### src/rtl/xor_crc.sv
`default_nettype none
// ============================================================================
// Module   : xor_crc
// Brief    : Bit-serial XOR/CRC accumulator. It folds DATA_W-bit words into a
//            WIDTH-bit LFSR, MSB first, and pulses out_valid after each word.
// Revision : 1.0 - initial release
// ============================================================================
module xor_crc #(
    parameter int              WIDTH  = 16,
    parameter logic [WIDTH-1:0] POLY  = 16'h1021,
    parameter logic [WIDTH-1:0] INIT  = {WIDTH{1'b1}},
    parameter int              DATA_W = 8
) (
    input  logic              clk,
    input  logic              rst_n,
    input  logic              clear,
    input  logic              in_valid,
    output logic              in_ready,
    input  logic [DATA_W-1:0] in_data,
    output logic              out_valid,
    output logic              busy,
    output logic [WIDTH-1:0]  crc
);

    localparam int c_cnt_w = $clog2(DATA_W + 1);
    localparam logic [c_cnt_w-1:0] c_last = c_cnt_w'(DATA_W - 1);

    localparam logic [1:0] S_IDLE  = 2'd0;
    localparam logic [1:0] S_SHIFT = 2'd1;
    localparam logic [1:0] S_DONE  = 2'd2;

    logic [1:0]         r_state;
    logic [WIDTH-1:0]   r_crc;
    logic [DATA_W-1:0]  r_shreg;
    logic [c_cnt_w-1:0] r_cnt;
    logic               r_rdy_en;

    logic               w_fb;
    logic [WIDTH-1:0]   w_crc_next;

    // A whole-vector shift yields zero for WIDTH=1, so no sub-range of r_crc is needed.
    assign w_fb       = r_crc[WIDTH-1] ^ r_shreg[DATA_W-1];
    assign w_crc_next = (r_crc << 1) ^ (w_fb ? POLY : {WIDTH{1'b0}});

    always_ff @(posedge clk) begin
        if (!rst_n) begin
            r_state  <= S_IDLE;
            r_crc    <= INIT;
            r_shreg  <= '0;
            r_cnt    <= '0;
            r_rdy_en <= 1'b0;
        end else begin
            r_rdy_en <= 1'b1;
            if (clear) begin
                r_state <= S_IDLE;
                r_crc   <= INIT;
                r_cnt   <= '0;
            end else begin
                case (r_state)
                    S_IDLE: begin
                        if (in_valid && in_ready) begin
                            r_shreg <= in_data;
                            r_cnt   <= '0;
                            r_state <= S_SHIFT;
                        end
                    end
                    S_SHIFT: begin
                        r_crc   <= w_crc_next;
                        r_shreg <= r_shreg << 1;
                        r_cnt   <= r_cnt + 1'b1;
                        if (r_cnt == c_last) begin
                            r_state <= S_DONE;
                        end
                    end
                    S_DONE:  r_state <= S_IDLE;
                    default: r_state <= S_IDLE;
                endcase
            end
        end
    end

    // rst_n gates in_ready directly so it drops as soon as reset is asserted.
    assign in_ready  = (r_state == S_IDLE) && r_rdy_en && rst_n;
    assign busy      = (r_state == S_SHIFT);
    assign out_valid = (r_state == S_DONE);
    assign crc       = r_crc;

endmodule
`default_nettype wire
### config.mk
export PLATFORM = sky130hd
export DESIGN_NAME = xor_crc
export DESIGN_NICKNAME = d
export VERILOG_FILES = /design/src/rtl/xor_crc.sv
export SDC_FILE = /design/constraint.sdc
export NUM_CORES = 1
export LEC_CHECK = 0
export ABC_AREA = 1
export CAP_MARGIN = 15
export CORE_MARGIN = 1
export CORE_UTILIZATION = 40
export DETAILED_ROUTE_END_ITERATION = 8
export PLACE_DENSITY_LB_ADDON = 0.05
export SETUP_SLACK_MARGIN = 0.5
export SYNTH_ARGS = -nofsm -noshare
export SYNTH_HDL_FRONTEND = slang
export SYNTH_SLANG_ARGS = --single-unit
export TNS_END_PERCENT = 5
### constraint.sdc
create_clock -name clk -period 1.5 [get_ports clk]
set_clock_uncertainty 0.2 [all_clocks]
set_input_delay 0.225 -clock clk [delete_from_list [all_inputs] [get_ports clk]]
set_output_delay 0.225 -clock clk [all_outputs]
set_load 0.05 [all_outputs]
==> summary.txt, run 1 <==
Floorplanning
  – Site row count: 21
  – Die Y: 61.7 um
  – Die width: 61.7 um
  – Num ports: 31
  – Die ar.: 3810 um2
  – Starting Density: 42.4%
  – Core area: 3360 um2

Timing
  – Final Max Slew Viols: 0
  – Worst-Margin Slew: 213 ps
  – Endpoints failing setup: 3
  – Setup tns final: -176 ps
  – Final Hold Fails: 0
  – Crit path time final: 1570 ps
  – RSZ-0062 raised after global routing: true
  – Achievable Freq: 638 MHz
  – Period utilization: 104%
  – Final worst-path setup slack: -66.5 ps
  – Max_slew headroom: 85.6%

Setup path
  – R2R depth: 7
  – Critical Path Max Stage Delay: 400 ps
  – CP Class: reg2out
  – Arrival time at the worst endpoint: 1140 ps
  – CP Capture Type: output pin
  – Critical path data required time: 1070 ps
  – WP buf/inv: 4
  – Critical path startpoint category: register
  – Reg-to-reg critical path endpoint: r_shreg[7]$_SDFFE_PN0P_
  – Worst Path Max Fanout: 3
  – Flop-to-flop setup slack: 80 ps
  – Slowest cell on the critical path: dfxtp_4
  – R2R Path Start: r_state[1]$_SDFFE_PP0P_
  – Crit path max-delay family: flip-flops
  – CP Depth: 5
  – Worst-path cell chain: inv_4 > nand2_4 > inv_4 > buf_12 > buf_12

GRT
  – Total track usage: 17.9%
  – First-pass GRT wire length: 4.93 mm
  – Number of global-route vias before repair: 1,190
  – Pin count of the biggest net entering global routing: 20
  – Initial antenna violation count: 0
  – Grt ovf: 0

Clock network
  – CTS Root Cell: clkbuf_4
  – Htree depth: 2
  – Cts hold-fix bufs: 0
  – Clock sinks: 31
  – CTS Buf Count: 5
  – CTS tree: built
  – Max Root-Sink Buffers: 2
  – Reg clk slew, reported paths: 100 ps
  – Worst-Skew Late Latency: 330 ps

Placed design
  – Final Wtd Congestion: 0.684
  – # placed instances: 264
  – Detailed placement HPWL: 2.02 mm
  – # port buffers: 30
  – Placed cell area: 1920 um2

Power and ir drop
  – P_leak: 1.04 nW
  – Design Power: 1.60 mW
  – Max VDD drop: 0.506 mV
  – PwrDens: 718 nW/um2

Logic synthesis
  – Ys Warns: 0
  – Count of cell types in the netlist: 20
  – Mapped Area: 1430 um2
  – Flops & latches, synth: 31
  – Post-synthesis instance total: 201
  – Sequential area share after synthesis: 43.5%
  – Syn avg cell area: 7.10 um2
  – Mapped Nets: 214

Finish
  – Area growth from synthesis to layout: 56.1%
  – Final cell count without fillers: 281
  – Fill count: 296
  – Diodes inserted: 0
  – Layout cells sized above 1: 36.2%
  – Layout Cell Area excl Fill: 2230 um2
  – Final #Nets: 247
  – Multi-input logic area: 668 um2
  – Sequential Area: 682 um2

Drt
  – DRC: 0
  – Via Count: 1,340
  – Via/cell ratio: 4.77
  – Drt wl/cell: 11.0 um
  – First drt pass iteration count: 4
  – Wirelength, routed: 3.08 mm
  – Final ANT Viol Nets: 0
  – Initial DRC count: 44

Worst hold path
  – Hold path start: rst_n
  – Hold Crit Class: in2reg
  – Hold Path End: r_rdy_en$_DFF_P_
  – Hold-critical path depth: 2

Outcome
  – Failing checks: setup timing
  – Outcome: finished with violations

Run
  – Max Cap Violations: 0
-- cell usage after synthesis, drive strengths merged --
cell	number	area, um2
a21oi	7	35.0
buf	20	148
nand3	21	105
nor2	19	73.8
dfxtp	31	621
clkbuf	1	3.75
nor3	2	10.0
o21ai	12	63.8
o211ai	2	15.0
xnor2	1	8.76
nand4	1	6.26
inv	19	71.3
nand2	64	253
ha	1	12.5
-- worst reg2reg max path, cell delays in order, from the launching register on --
cell	delay, ps
dfxtp_4	380
buf_4	150
nor2_1	150
o21ai_2	110
nand2_4	160
nand2_1	70
nand2_1	60
nor2_1	50
-- per-layer routing --
| layer | part of all wire [%] | GRT usage [%] | up-vias |
|---|---|---|---|
| met5 | 0 | 0 | - |
| met4 | 2.0 | 9.52 | 0 |
| met3 | 3.9 | 3.73 | 7 |
| met2 | 53 | 32.6 | 27 |
| met1 | 41 | 19.5 | 620 |
| li1 | - | - | 686 |
-- through the flow --
| step | hold slack [ps] | utilization [%] | setup slack [ps] |
|---|---|---|---|
| after floorplan | 52.7 | - | 257 |
| after global placement | 268 | 57.1 | -179 |
| after detailed placement | 295 | 57.1 | -261 |
| after CTS | 191 | 62.1 | -61.4 |
| after global routing | 191 | 66.2 | -121 |
| final | 194 | 66.2 | -66.5 |
-- worst max path at each step --
stage	startpoint	endpoint	slack, ps
global placement	rst_n	r_shreg[2]$_SDFFE_PN0P_	-180
finish	r_state[1]$_SDFFE_PP0P_	busy	-70
floorplan	r_state[0]$_SDFFE_PP0P_	in_ready	260
global route	r_state[1]$_SDFFE_PP0P_	busy	-120
CTS	r_state[1]$_SDFFE_PP0P_	busy	-60
detailed placement	rst_n	r_shreg[7]$_SDFFE_PN0P_	-260
-- state kept, by name, summed over array words and instances (netlist names) --
signal,flops
r_rdy_en,1
crc,16
r_shreg,8
r_state,2
r_cnt,4
-- repair_timing --
action,in CTS,in global routing
endpoints found under the setup margin,49,49
pin swaps,2,9
hold endpoints to repair,0,0
gates resized for setup,30,29
setup buffers,4,5
-- where the power goes --
group	switching (mW)	leakage [nW]	internal, mW
sequential	0.0134	0.251	0.818
combinational	0.109	0.755	0.104
clock	0.279	0.0386	0.276
total	0.401	1.04	1.20
-- area by class of cell --
cell class	instances	area share [%]
inverters	19	3.43
repair buffers	47	30.3
well taps	46	2.58
clock buffers	8	3.09
multi-input cells	130	30.0
flip-flops and latches	31	30.6
-- logic make-up (layout without fill, tap and decap cells) --
kind of cell,count (synthesis),in the layout,synth area share [%]
AOI/OAI and AO/OA,21,21,7.98
xor gates and xnor gates,1,1,0.614
adders and majority gates,1,1,0.877
buffers and inverters,40,74,15.6
DFF,31,31,43.5
and+or+nand+nor,107,107,31.4
-- layout by cell type (no fill, tap or decap), drive strengths merged --
master and count:
xnor2 1, o21ai 12, nand4 1, o211ai 2, clkdlybuf4s50 10, nand2 64
ha 1, dlygate4sd2 1, clkbuf 8, nor2 19, nand3 21, dfxtp 31
nor3 2, a21oi 7, buf 36, inv 19
No activity file was read; power rests on OpenSTA's default activity.
==> run 2: changes to the inputs <==
--- a/config.mk
+++ b/config.mk
@@ -11,6 +11,7 @@
 export CORE_UTILIZATION = 40
 export DETAILED_ROUTE_END_ITERATION = 8
 export PLACE_DENSITY_LB_ADDON = 0.05
+export RECOVER_POWER = 100
 export SETUP_SLACK_MARGIN = 0.5
 export SYNTH_ARGS = -nofsm -noshare
 export SYNTH_HDL_FRONTEND = slang
==> summary.txt, run 2 (same netlist as run 1, synthesis figures left out) <==
Placed design
  – # port buffers: 30
  – Detailed placement HPWL: 2.02 mm
  – Final Wtd Congestion: 0.684
  – Place WS: -261 ps

Drt
  – Drt wl/cell: 11.0 um
  – Final ANT Viol Nets: 0
  – Initial DRC count: 44
  – Wirelength, routed: 3.08 mm
  – First drt pass iteration count: 4
  – DRC: 0
  – Via/cell ratio: 4.76
  – Via Count: 1,337

Setup path
  – Worst Path Max Fanout: 3
  – Critical path startpoint category: register
  – CP Capture Type: output pin
  – WP buf/inv: 4
  – Crit path max-delay family: flip-flops
  – Arrival time at the worst endpoint: 1140 ps
  – Critical path data required time: 1070 ps
  – Critical Path Max Stage Delay: 400 ps
  – Slowest cell on the critical path: dfxtp_4
  – CP Class: reg2out
  – Worst-path cell chain: inv_4 > nand2_4 > inv_4 > buf_12 > buf_12

Floorplanning
  – Die ar.: 3810 um2
  – Starting Density: 42.4%
  – Site row count: 21
  – Die Y: 61.7 um
  – Core area: 3360 um2
  – Num ports: 31
  – Die width: 61.7 um

Power and ir drop
  – P_int: 1.20 mW
  – Logic pwr share: 13.3%
  – P_leak: 1.04 nW
  – Clock power frac: 34.7%
  – PwrDens: 719 nW/um2
  – Switch share: 25.1%
  – Max VDD drop: 0.505 mV
  – Sequential share of power: 52.1%
  – Sw Pwr: 401 uW

Clock network
  – CTS tree: built
  – Clock sinks: 31
  – Max Root-Sink Buffers: 2
  – Htree depth: 2
  – CTS Buf Count: 5
  – Cts hold-fix bufs: 0
  – CTS Root Cell: clkbuf_4
  – Worst-Skew Late Latency: 330 ps
  – Reg clk slew, reported paths: 100 ps

GRT
  – Total track usage: 17.9%
  – Grt ovf: 0
  – Initial antenna violation count: 0
  – Pin count of the biggest net entering global routing: 20
  – Number of global-route vias before repair: 1,190
  – First-pass GRT wire length: 4.93 mm

Timing
  – Final Hold Slack: 283 ps
  – Final Max Slew Viols: 0
  – Period utilization: 104%
  – Final worst-path setup slack: -65.8 ps
  – Max_slew headroom: 75.5%
  – Final Hold Fails: 0
  – Achievable Freq: 639 MHz
  – Crit path time final: 1570 ps
  – Worst-Margin Slew: 368 ps
  – RSZ-0062 raised after global routing: true
  – Endpoints failing setup: 3

Finish
  – Multi-input logic area: 668 um2
  – Most frequent cells in the layout: 55 x nand2_1, 23 x buf_12, 19 x nand3_1, 17 x inv_1, 16 x nor2_1
  – Final #Nets: 247
  – Fill count: 296
  – Area growth from synthesis to layout: 55.9%
  – Layout cells sized above 1: 35.7%
  – Max reg flops: 16
  – Diodes inserted: 0
  – Commonest non-fill, non-tap cell in the layout: nand2_1
  – Sequential Area: 682 um2

Outcome
  – Failing checks: setup timing
  – Outcome: finished with violations

Run
  – Max Cap Violations: 0

Worst hold path
  – Hold Crit Class: in2reg
-- run 2: changes by cell type in the layout (fill, tap and decap cells not counted), sizes merged --
cell | before | now
buf | 36 | 35
clkbuf | 8 | 9
-- run 2: power groups by stage --
stage | sequential [mW] | clock (mW) | combinational (mW)
after floorplan | 0.870 | 0 | 0.116
after global placement | 0.872 | 0 | 0.187
after detailed placement | 0.873 | 0 | 0.191
after CTS | 0.843 | 0.576 | 0.199
after global routing | 0.835 | 0.617 | 0.232
final | 0.832 | 0.554 | 0.212
-- run 2: timing repair --
action | in CTS | in global routing
resized for setup | 30 | 29
hold endpoints to repair | 0 | 0
gates cloned | 0 | 0
endpoints found under the setup margin | 49 | 49
pin swaps | 2 | 9
setup buffers | 4 | 5
-- run 2: through the flow --
step                cell area [um2]  power [mW]  setup TNS, ps  instances  utilization (%)
floorplan                      1460       0.986              0        201                -
global placement               1920        1.06          -3080        264             57.1
detailed placement             1920        1.06          -4040        264             57.1
CTS                            2090        1.62           -154        276             62.1
global route                   2220        1.68           -332        281             66.1
finish                         2220        1.60           -173        281             66.1
-- run 2: final timing paths --
path,endpoint,slack [ps],start,cells past startpoint
setup reg to reg,r_shreg[7]$_SDFFE_PN0P_,70,r_state[1]$_SDFFE_PP0P_,7
hold reg to reg,r_cnt[0]$_SDFFE_PP0P_,290,r_cnt[0]$_SDFFE_PP0P_,1
hold / removal,r_rdy_en$_DFF_P_,280,rst_n,2
setup / recovery,busy,-70,r_state[1]$_SDFFE_PP0P_,5
-- run 2: layout make-up --
| class | count | area share, % |
|---|---|---|
| clock buffers | 8 | 3.10 |
| inverters | 19 | 3.43 |
| multi-input cells | 130 | 30.1 |
| flip-flops and latches | 31 | 30.7 |
| well taps | 46 | 2.59 |
| repair buffers | 47 | 30.2 |
-- run 2: routing by layer --
layer / vias to the layer above / part of all wire, % / global-route usage (%)
met3: 7 / 3.9 / 3.73
met1: 617 / 41 / 19.5
li1: 686 / - / -
met5: - / 0 / 0
met2: 27 / 53 / 32.6
met4: 0 / 2.0 / 9.52
-- run 2: worst register-to-register path: cells and delay by family (launching register included) --
kind | cells | cell delay [ps]
flip-flops | 1 | 380
buffers and inverters | 1 | 150
AO/OA/AOI/OAI | 1 | 110
AND/OR/NAND/NOR | 5 | 490
